--- src/rtl/encrypter_multi_if.sv ---
// Handshake bundle for encrypter_multi: plaintext in, tagged ciphertext out,
// plus mode / reseed controls and the accepted-word counter.
interface encrypter_multi_if #(
  parameter int DATA_W = 60,
  parameter int KEY_W  = 16
);
  logic [2:0]              mode;
  logic                    seed_load;
  logic [KEY_W-1:0]        seed_val;
  logic                    in_valid;
  logic                    in_ready;
  logic [DATA_W-1:0]       in_data;
  logic                    out_valid;
  logic                    out_ready;
  logic [DATA_W+KEY_W+1:0] out_data;
  logic [15:0]             word_cnt;

  modport master (
    output mode, seed_load, seed_val, in_valid, in_data, out_ready,
    input  in_ready, out_valid, out_data, word_cnt
  );

  modport slave (
    input  mode, seed_load, seed_val, in_valid, in_data, out_ready,
    output in_ready, out_valid, out_data, word_cnt
  );
endinterface

--- src/rtl/encrypter_multi.sv ---
// One-stage handshaked encrypter: per-word key from a reseedable Galois LFSR,
// one of four ciphers, registered output tagged {func_id, key, cipher}.
module encrypter_multi #(
  parameter int               DATA_W    = 60,
  parameter int               KEY_W     = 16,
  parameter logic [KEY_W-1:0] LFSR_TAPS = 16'hB400,
  parameter logic [KEY_W-1:0] SEED      = 16'hACE1
) (
  input  logic              Clk,
  input  logic              Rst,
  encrypter_multi_if.slave  bus
);

  localparam int OUT_W = DATA_W + KEY_W + 2;
  localparam int REP   = (DATA_W + KEY_W - 1) / KEY_W;

  logic                 r_out_valid;
  logic [OUT_W-1:0]     r_out_data;
  logic [KEY_W-1:0]     r_lfsr;
  logic [15:0]          r_word_cnt;

  logic                 w_in_ready;
  logic                 w_accept;
  logic [REP*KEY_W-1:0] w_rep;
  logic [DATA_W-1:0]    w_ks;
  logic [1:0]           w_func;
  logic [31:0]          w_rot_amt;
  logic [2*DATA_W-1:0]  w_dd;
  logic [DATA_W-1:0]    w_rot;
  logic [DATA_W-1:0]    w_rev;
  logic [DATA_W-1:0]    w_cipher;
  logic [KEY_W-1:0]     w_lfsr_adv;
  logic [KEY_W-1:0]     w_lfsr_next;
  logic [KEY_W-1:0]     w_seed_new;

  assign w_in_ready = !r_out_valid || bus.out_ready;
  assign w_accept   = bus.in_valid && w_in_ready;

  // Keystream: key repeated from the LSB, top copy truncated.
  assign w_rep = {REP{r_lfsr}};
  assign w_ks  = w_rep[DATA_W-1:0];

  assign w_func = bus.mode[2] ? r_lfsr[KEY_W-1:KEY_W-2] : bus.mode[1:0];

  // Rotate-left via a doubled word; upper half is the rotated value.
  assign w_rot_amt = 32'(r_lfsr) % 32'(DATA_W);
  assign w_dd      = {bus.in_data, bus.in_data} << w_rot_amt;
  assign w_rot     = w_dd[2*DATA_W-1:DATA_W];

  genvar gi;
  generate
    for (gi = 0; gi < DATA_W; gi++) begin : g_rev
      assign w_rev[gi] = bus.in_data[DATA_W-1-gi];
    end
  endgenerate

  always_comb begin
    w_cipher = '0;
    case (w_func)
      2'd0:    w_cipher = bus.in_data ^ w_ks;
      2'd1:    w_cipher = w_rot ^ w_ks;
      2'd2:    w_cipher = bus.in_data + w_ks;
      default: w_cipher = w_rev ^ w_ks;
    endcase
  end

  // Zero guard keeps the LFSR out of its lock-up state for any tap choice.
  assign w_lfsr_adv  = (r_lfsr >> 1) ^ (r_lfsr[0] ? LFSR_TAPS : '0);
  assign w_lfsr_next = (w_lfsr_adv == '0) ? SEED : w_lfsr_adv;
  assign w_seed_new  = (bus.seed_val == '0) ? SEED : bus.seed_val;

  always_ff @(posedge Clk) begin
    if (Rst) begin
      r_out_valid <= 1'b0;
      r_out_data  <= '0;
      r_lfsr      <= SEED;
      r_word_cnt  <= '0;
    end else begin
      if (w_accept) begin
        r_out_data  <= {w_func, r_lfsr, w_cipher};
        r_out_valid <= 1'b1;
        r_word_cnt  <= r_word_cnt + 16'd1;
      end else if (r_out_valid && bus.out_ready) begin
        r_out_valid <= 1'b0;
      end

      if (bus.seed_load) begin
        r_lfsr <= w_seed_new;
      end else if (w_accept) begin
        r_lfsr <= w_lfsr_next;
      end
    end
  end

  assign bus.in_ready  = w_in_ready;
  assign bus.out_valid = r_out_valid;
  assign bus.out_data  = r_out_data;
  assign bus.word_cnt  = r_word_cnt;

endmodule
--- src/flat_wrapper.sv ---
// flat-port wrapper written by rule: the top's interface ports become plain ports
module encrypter_multi_flat 
#(
  parameter int               DATA_W    = 60,
  parameter int               KEY_W     = 16,
  parameter logic [KEY_W-1:0] LFSR_TAPS = 16'hB400,
  parameter logic [KEY_W-1:0] SEED      = 16'hACE1
)
  (Clk, Rst, bus_mode, bus_seed_load, bus_seed_val, bus_in_valid, bus_in_data, bus_out_ready, bus_in_ready, bus_out_valid, bus_out_data, bus_word_cnt);
  encrypter_multi_if #(.DATA_W(DATA_W), .KEY_W(KEY_W)) bus_i ();
  input  logic Clk;
  input  logic Rst;
  input wire logic [$bits(bus_i.mode)-1:0] bus_mode;
  input wire logic [$bits(bus_i.seed_load)-1:0] bus_seed_load;
  input wire logic [$bits(bus_i.seed_val)-1:0] bus_seed_val;
  input wire logic [$bits(bus_i.in_valid)-1:0] bus_in_valid;
  input wire logic [$bits(bus_i.in_data)-1:0] bus_in_data;
  input wire logic [$bits(bus_i.out_ready)-1:0] bus_out_ready;
  output wire logic [$bits(bus_i.in_ready)-1:0] bus_in_ready;
  output wire logic [$bits(bus_i.out_valid)-1:0] bus_out_valid;
  output wire logic [$bits(bus_i.out_data)-1:0] bus_out_data;
  output wire logic [$bits(bus_i.word_cnt)-1:0] bus_word_cnt;
  assign bus_i.mode = bus_mode;
  assign bus_i.seed_load = bus_seed_load;
  assign bus_i.seed_val = bus_seed_val;
  assign bus_i.in_valid = bus_in_valid;
  assign bus_i.in_data = bus_in_data;
  assign bus_i.out_ready = bus_out_ready;
  assign bus_in_ready = bus_i.in_ready;
  assign bus_out_valid = bus_i.out_valid;
  assign bus_out_data = bus_i.out_data;
  assign bus_word_cnt = bus_i.word_cnt;
  encrypter_multi #(.DATA_W(DATA_W), .KEY_W(KEY_W), .LFSR_TAPS(LFSR_TAPS), .SEED(SEED)) u_core (.Clk(Clk), .Rst(Rst), .bus(bus_i));
endmodule
--- config.mk ---
export PLATFORM = sky130hd
export DESIGN_NAME = encrypter_multi_flat
export DESIGN_NICKNAME = d
export VERILOG_FILES = /design/src/rtl/encrypter_multi_if.sv /design/src/rtl/encrypter_multi.sv /design/src/flat_wrapper.sv
export SDC_FILE = /design/constraint.sdc
export NUM_CORES = 1
export LEC_CHECK = 0
export BUFFER_PORTS_ARGS = -buffer_cell sky130_fd_sc_hd__buf_4
export CAP_MARGIN = 10
export CORE_ASPECT_RATIO = 1.5
export CORE_MARGIN = 2
export CORE_UTILIZATION = 52
export DETAILED_ROUTE_END_ITERATION = 12
export PLACE_DENSITY_LB_ADDON = 0.15
export SLEW_MARGIN = 20
export SYNTH_ARGS = -nofsm -noshare
export SYNTH_HDL_FRONTEND = slang
export SYNTH_SLANG_ARGS = --single-unit
--- constraint.sdc ---
create_clock -name Clk -period 7.3 [get_ports Clk]
set_clock_uncertainty 0.15 [all_clocks]
set_input_delay 1.46 -clock Clk [delete_from_list [all_inputs] [get_ports Clk]]
set_output_delay 1.46 -clock Clk [all_outputs]
set_load 0.02 [all_outputs]
==> summary.txt, run 1 <==
Floorplan
  – Initial Util: 52.94%
  – Chip width: roughly 160 um
  – # rows: 84
  – Die span in y: around 240 um
  – IO Count: 180

GRT
  – Gr ovfl total: 3
  – Largest net degree at the start of global routing: 71
  – Tot GR Track Use: 62.85%

Synth
  – Synth area leader: dfxtp_1
  – Seq/Total Area, Yosys: a little under an eighth
  – Simple-gate share of the synthesized area: 22.38%
  – Asr flop ratio synth: 0%
  – Post-synthesis xor/xnor area fraction: around 4.9%
  – #FFs+latches synth: about 110
  – Area share of fa/ha/maj cells after synthesis: roughly 4.3%
  – Synth cell types: between 100 and 150
  – Mapped Cells: ~2700
  – Compound-Gate Fraction of Synth Area: between 40% and 50%
  – Area share of the largest cell type after synthesis: 11.96%
  – Mux contribution to synthesized area: under 10%
  – Area contributors post-synth: dfxtp_1 12%, a21oi_1 6.4%, mux2i_1 6.1%
  – Cell Area, Synth: 18590 um2
  – Synthesized area per cell: 6.840 um2
  – Top_reg_cell synth: dfxtp_1
  – Main combinational cell family by area after synthesis: compound AO/OA/AOI/OAI gates
  – YS warnings: 0
  – Syn Nets: 2863
  – EDFF count, synth: 0

Outcome
  – Log Error: [ERROR GRT-0232] Routing congestion too high. Check the congestion heatmap in the GUI.
  – Exit stage: 5_1_grt
  – Status: stopped before the end

Placement
  – Post-placement cell count: between 3000 and 4000
  – Port bufs: roughly 180
  – DP Worst Slack: -0.5004 ns
  – Routability cong.: between 1 and 1.5
  – Post-DP HPWL: 77.55 mm
  – DP Area: roughly 23000 um2

Clock network
  – CTS hold repair buffers: 0
  – # clock sinks: between 100 and 150
  – # H-tree levels: 3
  – Root Driver: clkbuf_16
  – CTS buffer count: 9
  – Clock buffer depth: 2

Timing
  – Worst_ep kind: sequential cell input
  – Worst Endpoint after GRT Repair: u_core.bus.out_data[49]$_SDFFE_PP0P_/D
-- per-stage QoR --
step / util [%] / hold WS (ns)
after detailed placement: 64.59 / 0.2812
after CTS: 66.09 / 0.2932
after global placement: 64.59 / 0.2814
after floorplan: - / 0.3669
-- Yosys cell counts (35+ instances only) --
master      n
clkbuf_1  143
nor2_1    232
a21oi_1   236
buf_2      62
a21o_1     45
nand4_1    35
o21ai_0   207
a211oi_1   84
ha_1       61
a31oi_1    37
nand2_1   267
dfxtp_1   111
mux2i_1   113
o22ai_1    42
xor2_1     36
o211ai_1   64
nand3_1    91
mux2_2     43
nor3_1     83
xnor2_1    67
inv_1      37
-- routing by layer --
layer	global-route usage (%)	overflow
met5	7.211	0
met2	83.03	0
met1	66.41	0
met3	37.92	0
met4	60.52	3
-- timing repair --
action,CTS
pin swaps,12
endpoints found under the hold margin,0
setup buffers,4
setup endpoints to repair,50
gates resized for setup,40
-- cell families after synthesis --
family                     after synthesis
muxes                                  160
AOI/OAI and AO/OA                     1100
buffers and inverters                  291
DFF                                    111
adders and majority gates               63
and+or+nand+nor                        889
xor gates and xnor gates               103
==> run 2: changes to the inputs <==
Settings changed: CORE_ASPECT_RATIO 1.5 to default, CORE_UTILIZATION 52 to 37.
Clock period 7.3 ns to 9.5 ns, I/O delays scaled along.
==> run 2 against run 1 <==
Compared with the run above:
- the flow now finishes without violations
- area after synthesis did not move
- synthesized cell count did not move
==> summary.txt, run 2 <==
Outcome
  – Status: finished, final reports clean

Synth
  – Synthesized area per cell: 6.840 um2 (unchanged)
  – YS warnings: 0 (unchanged)
  – Syn Nets: 2863 (unchanged)
  – Cell Area, Synth: 18590 um2 (unchanged)
  – Post-synth top cells: 267 x nand2_1, 236 x a21oi_1, 232 x nor2_1
  – Top_reg_cell synth: dfxtp_1
  – Seq/Total Area, Yosys: 11.96% (unchanged)
  – Area share of the largest cell type after synthesis: 11.96% (unchanged)
  – EDFF count, synth: 0 (unchanged)
  – Area contributors post-synth: dfxtp_1 12%, a21oi_1 6.4%, mux2i_1 6.1%
  – Asr flop ratio synth: 0% (unchanged)
  – Mapped Cells: 2717 (unchanged)
  – Synth cell types: 106 (unchanged)
  – #FFs+latches synth: 111 (unchanged)
  – Synth area leader: dfxtp_1
  – Cell with the most instances after synthesis: nand2_1

Timing
  – Setup TNS: 0 ns
  – Worst-Margin Slew: between 1 and 1.5 ns
  – Endpoints failing hold: 0
  – RSZ-0062 raised after global routing: no
  – Max-slew violations: 0
  – Worst rel slew slack: 24.40%
  – Final hold slack: roughly 0.30 ns
  – Fmax: 108.8 MHz
  – Period Utilization, post-route: around 97%
  – Min Tclk post-route: between 9 and 10 ns
  – Setup violations, final: 0

Floorplan
  – # rows: 82 (-2.4%)
  – Core Footprint: around 50000 um2
  – Die span in y: 228.1 um (-3.2%)
  – Chip width: 228.1 um (+44%)
  – DIE AREA: 52040 um2
  – IO Count: 180 (unchanged)
  – Initial Util: 37.27% (-16 points)

Drt
  – Drt via density: 7.114
  – DRC: 0
  – Via count: 24520
  – Routed wire length: 115.1 mm
  – Drt wl/cell: 33.40 um
  – Final ANT Viol Nets: 0
  – Pre-Repair DR Iteration Count: 8
  – Starting DRC count in detailed routing: 4009

Finish
  – Area delta synth->final: 13.09%
  – Most frequent cells in the layout: 285 x buf_4, 266 x nand2_1, 236 x a21oi_1, 226 x nor2_1, 205 x o21ai_0
  – Max reg flops: 78
  – Multi-input logic area: 15280 um2
  – Final core occ: roughly 42%
  – FF+latch area: between 2000 and 2500 um2
  – Fillers: between 5000 and 6000
  – Most common cell after layout, fill and taps aside: buf_4
  – Non-Filler Instances: ~3400
  – Net count reported at finish: ~2900
  – Layout cell share with drive strength beyond 1: 15.72%
  – Finished Cell Area: around 21000 um2

Placement
  – Post-placement cell count: 3430 (-2.3%)
  – Post-DP HPWL: 87.48 mm (+13%)
  – Port bufs: 179 (unchanged)
  – DP Area: 20690 um2 (-8.7%)
  – Routability cong.: 1.053 (-7.6%)

Critical path
  – FF-to-FF Start: u_core.r_lfsr[13]
  – Critical Path Sink Type: register
  – Worst r2r path cells: 27
  – Reg-to-reg endpoint: u_core.bus.out_data[52]
  – Crit Path Class: reg2reg
  – Worst stage delay on the critical path: roughly 0.73 ns
  – CP Max Fanout: 25
  – Startpoint types: register
  – Worst Path Arrival: approximately 9.3 ns
  – Critical-path top delay cell: a221oi_1
  – Critical path's top delay family: compound AO/OA/AOI/OAI gates
  – CP required: ~9.6 ns
  – Worst Path Buf+Inv: 2
  – R2r setup slk: about 0.31 ns

Worst hold path
  – Worst hold path type: reg2reg
  – HP Start: u_core.bus.out_data[6]
  – Min-Delay Path Depth: 2
  – Worst Hold End: u_core.bus.out_data[6]

Power and ir drop
  – Leak: ~8.2 nW
  – Worst vdd ir: 0.1665 mV
  – Pwr Density: ~300 nW/um2

GRT
  – Gr ovfl total: 0
  – First-pass GRT wire length: 162.6 mm
  – Antenna violations before repair: 2
  – Tot GR Track Use: 41.90%
  – Vias in the first global route: between 20000 and 25000
  – Largest net degree at the start of global routing: approximately 60

Clock network
  – Post CTS Setup Buffer Count: 0 (-4)
  – Root Driver: clkbuf_16
  – Clock latency on the worst-skew pair: about 0.38 ns
  – # clock sinks: 111 (unchanged)
  – Clock buffer depth: 2 (unchanged)
  – # H-tree levels: 3 (unchanged)
  – CTS buffer count: 9 (unchanged)
  – Clock slew at the register clock pins of the worst setup and hold paths: 0.09 ns
  – CTS hold repair buffers: 0 (unchanged)
  – CTS tree: done

Run
  – Max_cap viols: 0
-- run 2: cell counts after synthesis --
Identical to the previous run, type by type.
-- run 2: how the worst max path moves through the flow --
stage | from | endpoint | slack [ns] | cells past startpoint
2_1_floorplan | u_core.r_lfsr[12] | u_core.bus.out_data[33] | 2.52 | 30
3_3_place_gp | u_core.r_lfsr[13] | u_core.bus.out_data[52] | 0.36 | 27
3_5_place_dp | u_core.r_lfsr[13] | u_core.bus.out_data[52] | 0.38 | 27
4_1_cts | u_core.r_lfsr[13] | u_core.bus.out_data[52] | 0.32 | 27
5_1_grt | u_core.r_lfsr[13] | u_core.bus.out_data[52] | 0.001 | 27
6_report | u_core.r_lfsr[13] | u_core.bus.out_data[52] | 0.31 | 27
-- run 2: area by class of cell --
cell class	instances	area share (%)
Clock inverter	7	0.4345
Multi-Input combinational cell	2315	72.68
Inverter	45	0.8036
Sequential cell	111	10.63
Tap cell	672	4.000
Timing Repair Buffer	287	10.37
Antenna cell	1	0.01191
Clock buffer	9	1.071
-- run 2: cell families after synthesis --
family                     synth area share, %
adders and majority gates                4.268
and+or+nand+nor                          22.38
muxes                                    9.135
xor gates and xnor gates                 4.854
DFF                                      11.96
AOI/OAI and AO/OA                        40.88
buffers and inverters                    6.523
-- run 2: stage by stage --
step           worst slack (ns)  power [mW]
2_1_floorplan             2.515       3.719
3_3_place_gp             0.3589       5.723
3_5_place_dp             0.3800       5.676
4_1_cts                  0.3163       6.119
5_1_grt                0.001389       6.558
6_report                 0.3108       6.352
-- run 2: where the power goes --
group          switching, mW  internal [mW]  total [mW]  leakage, nW
registers             0.0631          0.513       0.576        0.916
clock network          0.239          0.194       0.433        0.153
logic                   3.65           1.69        5.34         7.14
-- run 2: tightest hold or removal path, stage by stage (launching register included) --
cell and delay [ns]:
dfxtp_1 0.32, nand2_1 0.05, nand2_1 0.04
-- run 2: layer usage --
layer | track usage, % | wire length (um) | vias up
li1 | - | - | 10540
met1 | 54.51 | 45250 | 11790
met2 | 63.66 | 48660 | 1792
met3 | 8.063 | 12340 | 404
met4 | 26.06 | 8872 | 0
met5 | 0 | 0 | -
-- run 2: timing repair --
action / in CTS / in global routing
resized for setup: 0 / 2
hold endpoints to repair: 0 / 0
endpoints found under the setup margin: 0 / 6
Power figures use the tool's default switching activity.
==> run 3: changes to the inputs <==
Settings changed: PLACE_DENSITY_LB_ADDON 0.15 to 0.2.
==> run 3 against run 2 <==
Compared with the run above:
- critical path depth stayed put
- fmax is 0.74% higher
- via count is 1.5% lower
- register-to-register slack better by 0.07 ns
- die area stayed put
- non-clock buffer count is 21 lower
- total power is 2.6% lower
- combinational power is 3% lower
- critical path type unchanged
==> summary.txt, run 3 (synthesis results as in run 2) <==
GRT
  – First-pass GRT wire length: 160.1 mm (-1.6%)
  – Largest net degree at the start of global routing: 70 (+15%)
  – Vias in the first global route: 22350 (-0.13%)
  – Antenna violations before repair: 2 (unchanged)
  – Gr ovfl total: 0 (unchanged)
  – Tot GR Track Use: 41.22% (-0.68 points)

Finish
  – FF+latch area: 2233 um2 (unchanged)
  – Max reg flops: 78 (unchanged)
  – Final core occ: 41.87% (-0.28 points)
  – Multi-input logic area: 15260 um2 (-0.12%)
  – Most frequent cells in the layout: 266 x nand2_1, 261 x buf_4, 236 x a21oi_1, 227 x nor2_1, 206 x o21ai_0
  – Antenna cell count: 0 (-1)
  – Area delta synth->final: 12.34%
  – Fillers: 5351 (+1.4%)
  – Non-Filler Instances: 3425 (-0.64%)
  – Layout cell share with drive strength beyond 1: 14.89% (-0.82 points)
  – Finished Cell Area: 20880 um2 (-0.67%)
  – Most common cell after layout, fill and taps aside: nand2_1
  – Net count reported at finish: 2894 (-0.72%)

Outcome
  – Status: finished, final reports clean

Floorplan
  – Chip width: 228.1 um (unchanged)
  – DIE AREA: 52040 um2 (unchanged)
  – Initial Util: 37.27% (unchanged)
  – Die span in y: 228.1 um (unchanged)
  – Core Footprint: 49860 um2 (unchanged)
  – IO Count: 180 (unchanged)
  – # rows: 82 (unchanged)

Critical path
  – Startpoint types: register
  – Worst stage delay on the critical path: 0.86 ns (+0.13 ns)
  – Worst Path Arrival: 9.25 ns (about the same)
  – Critical Path Sink Type: register
  – Critical-path top delay cell: a2111oi_2
  – Worst Path Buf+Inv: 2 (unchanged)
  – CP required: 9.63 ns (+0.06 ns)
  – Critical path's top delay family: compound AO/OA/AOI/OAI gates
  – Crit Path Class: reg2reg
  – CP Max Fanout: 27 (+8.0%)

Drt
  – Routed wire length: 112.9 mm (-1.9%)
  – DRC: 0 (unchanged)
  – Starting DRC count in detailed routing: 3509 (-12%)
  – Drt wl/cell: 32.96 um (-1.3%)
  – Drt via density: 7.053 (-0.87%)
  – Via count: 24160 (-1.5%)
  – Final ANT Viol Nets: 0 (unchanged)
  – Pre-Repair DR Iteration Count: 6 (-2)

Power and ir drop
  – Switch share: 62.56% (+0.29 points)
  – Combinational cell fraction of total power: 83.5% (-0.6 points)
  – Psw: 3.872 mW (-2.1%)
  – Clock share of power: 7.0% (+0.2 points)
  – Tot Pwr: 6.190 mW (-2.6%)
  – Leak: 8.115 nW (-1.1%)
  – Internal Power: 2.318 mW (-3.3%)
  – Worst vdd ir: 0.2585 mV (+55%)
  – Sequential power share: 9.5% (+0.4 points)
  – Pwr Density: 296.5 nW/um2 (-1.9%)

Placement
  – Post-DP HPWL: 84.31 mm (-3.6%)
  – Routability cong.: 1.086 (+3.1%)
  – Port bufs: 179 (unchanged)
  – DP Worst Slack: 0.5839 ns (+0.2039 ns)
  – DP Area: 20550 um2 (-0.67%)
  – Post-placement cell count: 3409 (-0.61%)

Timing
  – Worst rel slew slack: 21.82% (-2.6 points)
  – Min Tclk post-route: 9.122 ns (-0.06761 ns)
  – Setup TNS: 0 ns (unchanged)
  – Setup ws final: 0.3784 ns (+0.06761 ns)
  – Period Utilization, post-route: 96.02% (-0.71 points)
  – Fmax: 109.6 MHz (+0.74%)
  – Endpoints failing hold: 0 (unchanged)
  – Worst-Margin Slew: 1.166 ns (+0.03845 ns)
  – Final hold slack: 0.3176 ns (+0.01847 ns)
  – RSZ-0062 raised after global routing: no
  – Max-slew violations: 0 (unchanged)
  – Setup violations, final: 0 (unchanged)

Clock network
  – Clock buffer depth: 2 (unchanged)
  – CTS buffer count: 9 (unchanged)
  – CTS tree: done
  – Clock latency on the worst-skew pair: 0.38 ns (about the same)
  – Root Driver: clkbuf_16
  – # clock sinks: 111 (unchanged)
  – CTS hold repair buffers: 0 (unchanged)
  – # H-tree levels: 3 (unchanged)
  – Clock slew at the register clock pins of the worst setup and hold paths: 0.09 ns (about the same)

Run
  – Max_cap viols: 0 (unchanged)

Worst hold path
  – Worst hold path type: reg2reg
## run 3: cell types whose count changed in the layout (fill, tap and decap cells not counted), moves of 2 or more
cell      delta
nor2_2       -2
buf_4       -24
a211oi_2     -3
buf_12       +3
inv_8        +3
a211oi_1     +3
inv_6        -2
## run 3: final cells by class
| cell class | count | share of cell area (%) |
|---|---|---|
| inverter | 45 | 0.8090 |
| clock buffer | 9 | 1.079 |
| sequential | 111 | 10.70 |
| tap | 672 | 4.027 |
| clock inverter | 7 | 0.4375 |
| multi-input combinational | 2315 | 73.09 |
| timing repair buffer | 266 | 9.864 |
## run 3: timing repair
action,in CTS,in global routing
endpoints found under the hold margin,0,0
gates resized for setup,0,1
buffers inserted,0,0
setup endpoints to repair,0,8
## run 3: power by group through the flow
stage	clock network (mW)	registers (mW)	logic, mW
final	0.432	0.590	5.17
after global routing	0.448	0.590	5.34
after CTS	0.432	0.585	4.93
after detailed placement	0	0.595	4.91
after global placement	0	0.597	4.94
after floorplan	0	0.602	3.12
## run 3: worst register-to-register path, stage by stage, from the launching register on
cell	delay [ns]
dfxtp_1	0.33
nand3_2	0.10
inv_2	0.07
ha_1	0.32
a21bo_2	0.25
a21oi_1	0.07
a2111oi_2	0.86
o2111a_1	0.35
o21bai_1	0.22
a22oi_1	0.18
o211ai_1	0.31
o31a_1	0.26
or4b_1	0.54
o31ai_4	0.15
a2111oi_2	0.17
or3_1	0.53
mux2_2	0.39
or2_2	0.38
nand2_2	0.56
buf_4	0.33
a21oi_1	0.06
a221oi_1	0.71
nor2_1	0.08
o31ai_1	0.53
nor2_1	0.08
a211oi_1	0.50
a2111oi_0	0.16
nor4bb_1	0.37
## run 3: worst paths after layout
path	to	start	slack, ns	depth (start not counted)
setup / recovery	u_core.bus.out_data[45]	u_core.r_lfsr[14]	0.38	27
hold / removal	u_core.bus.out_data[70]	u_core.bus.out_data[70]	0.32	2
setup reg to reg	u_core.bus.out_data[45]	u_core.r_lfsr[14]	0.38	27
hold reg to reg	u_core.bus.out_data[70]	u_core.bus.out_data[70]	0.32	2
## run 3: routing by layer
layer	share of wire [%]	vias up	wire, um	track usage [%]
li1	-	10490	-	-
met1	40	11560	45080	54.05
met2	42	1735	47490	61.90
met3	10	365	11730	7.488
met4	7.6	4	8592	26.84
met5	0.017	-	19	0
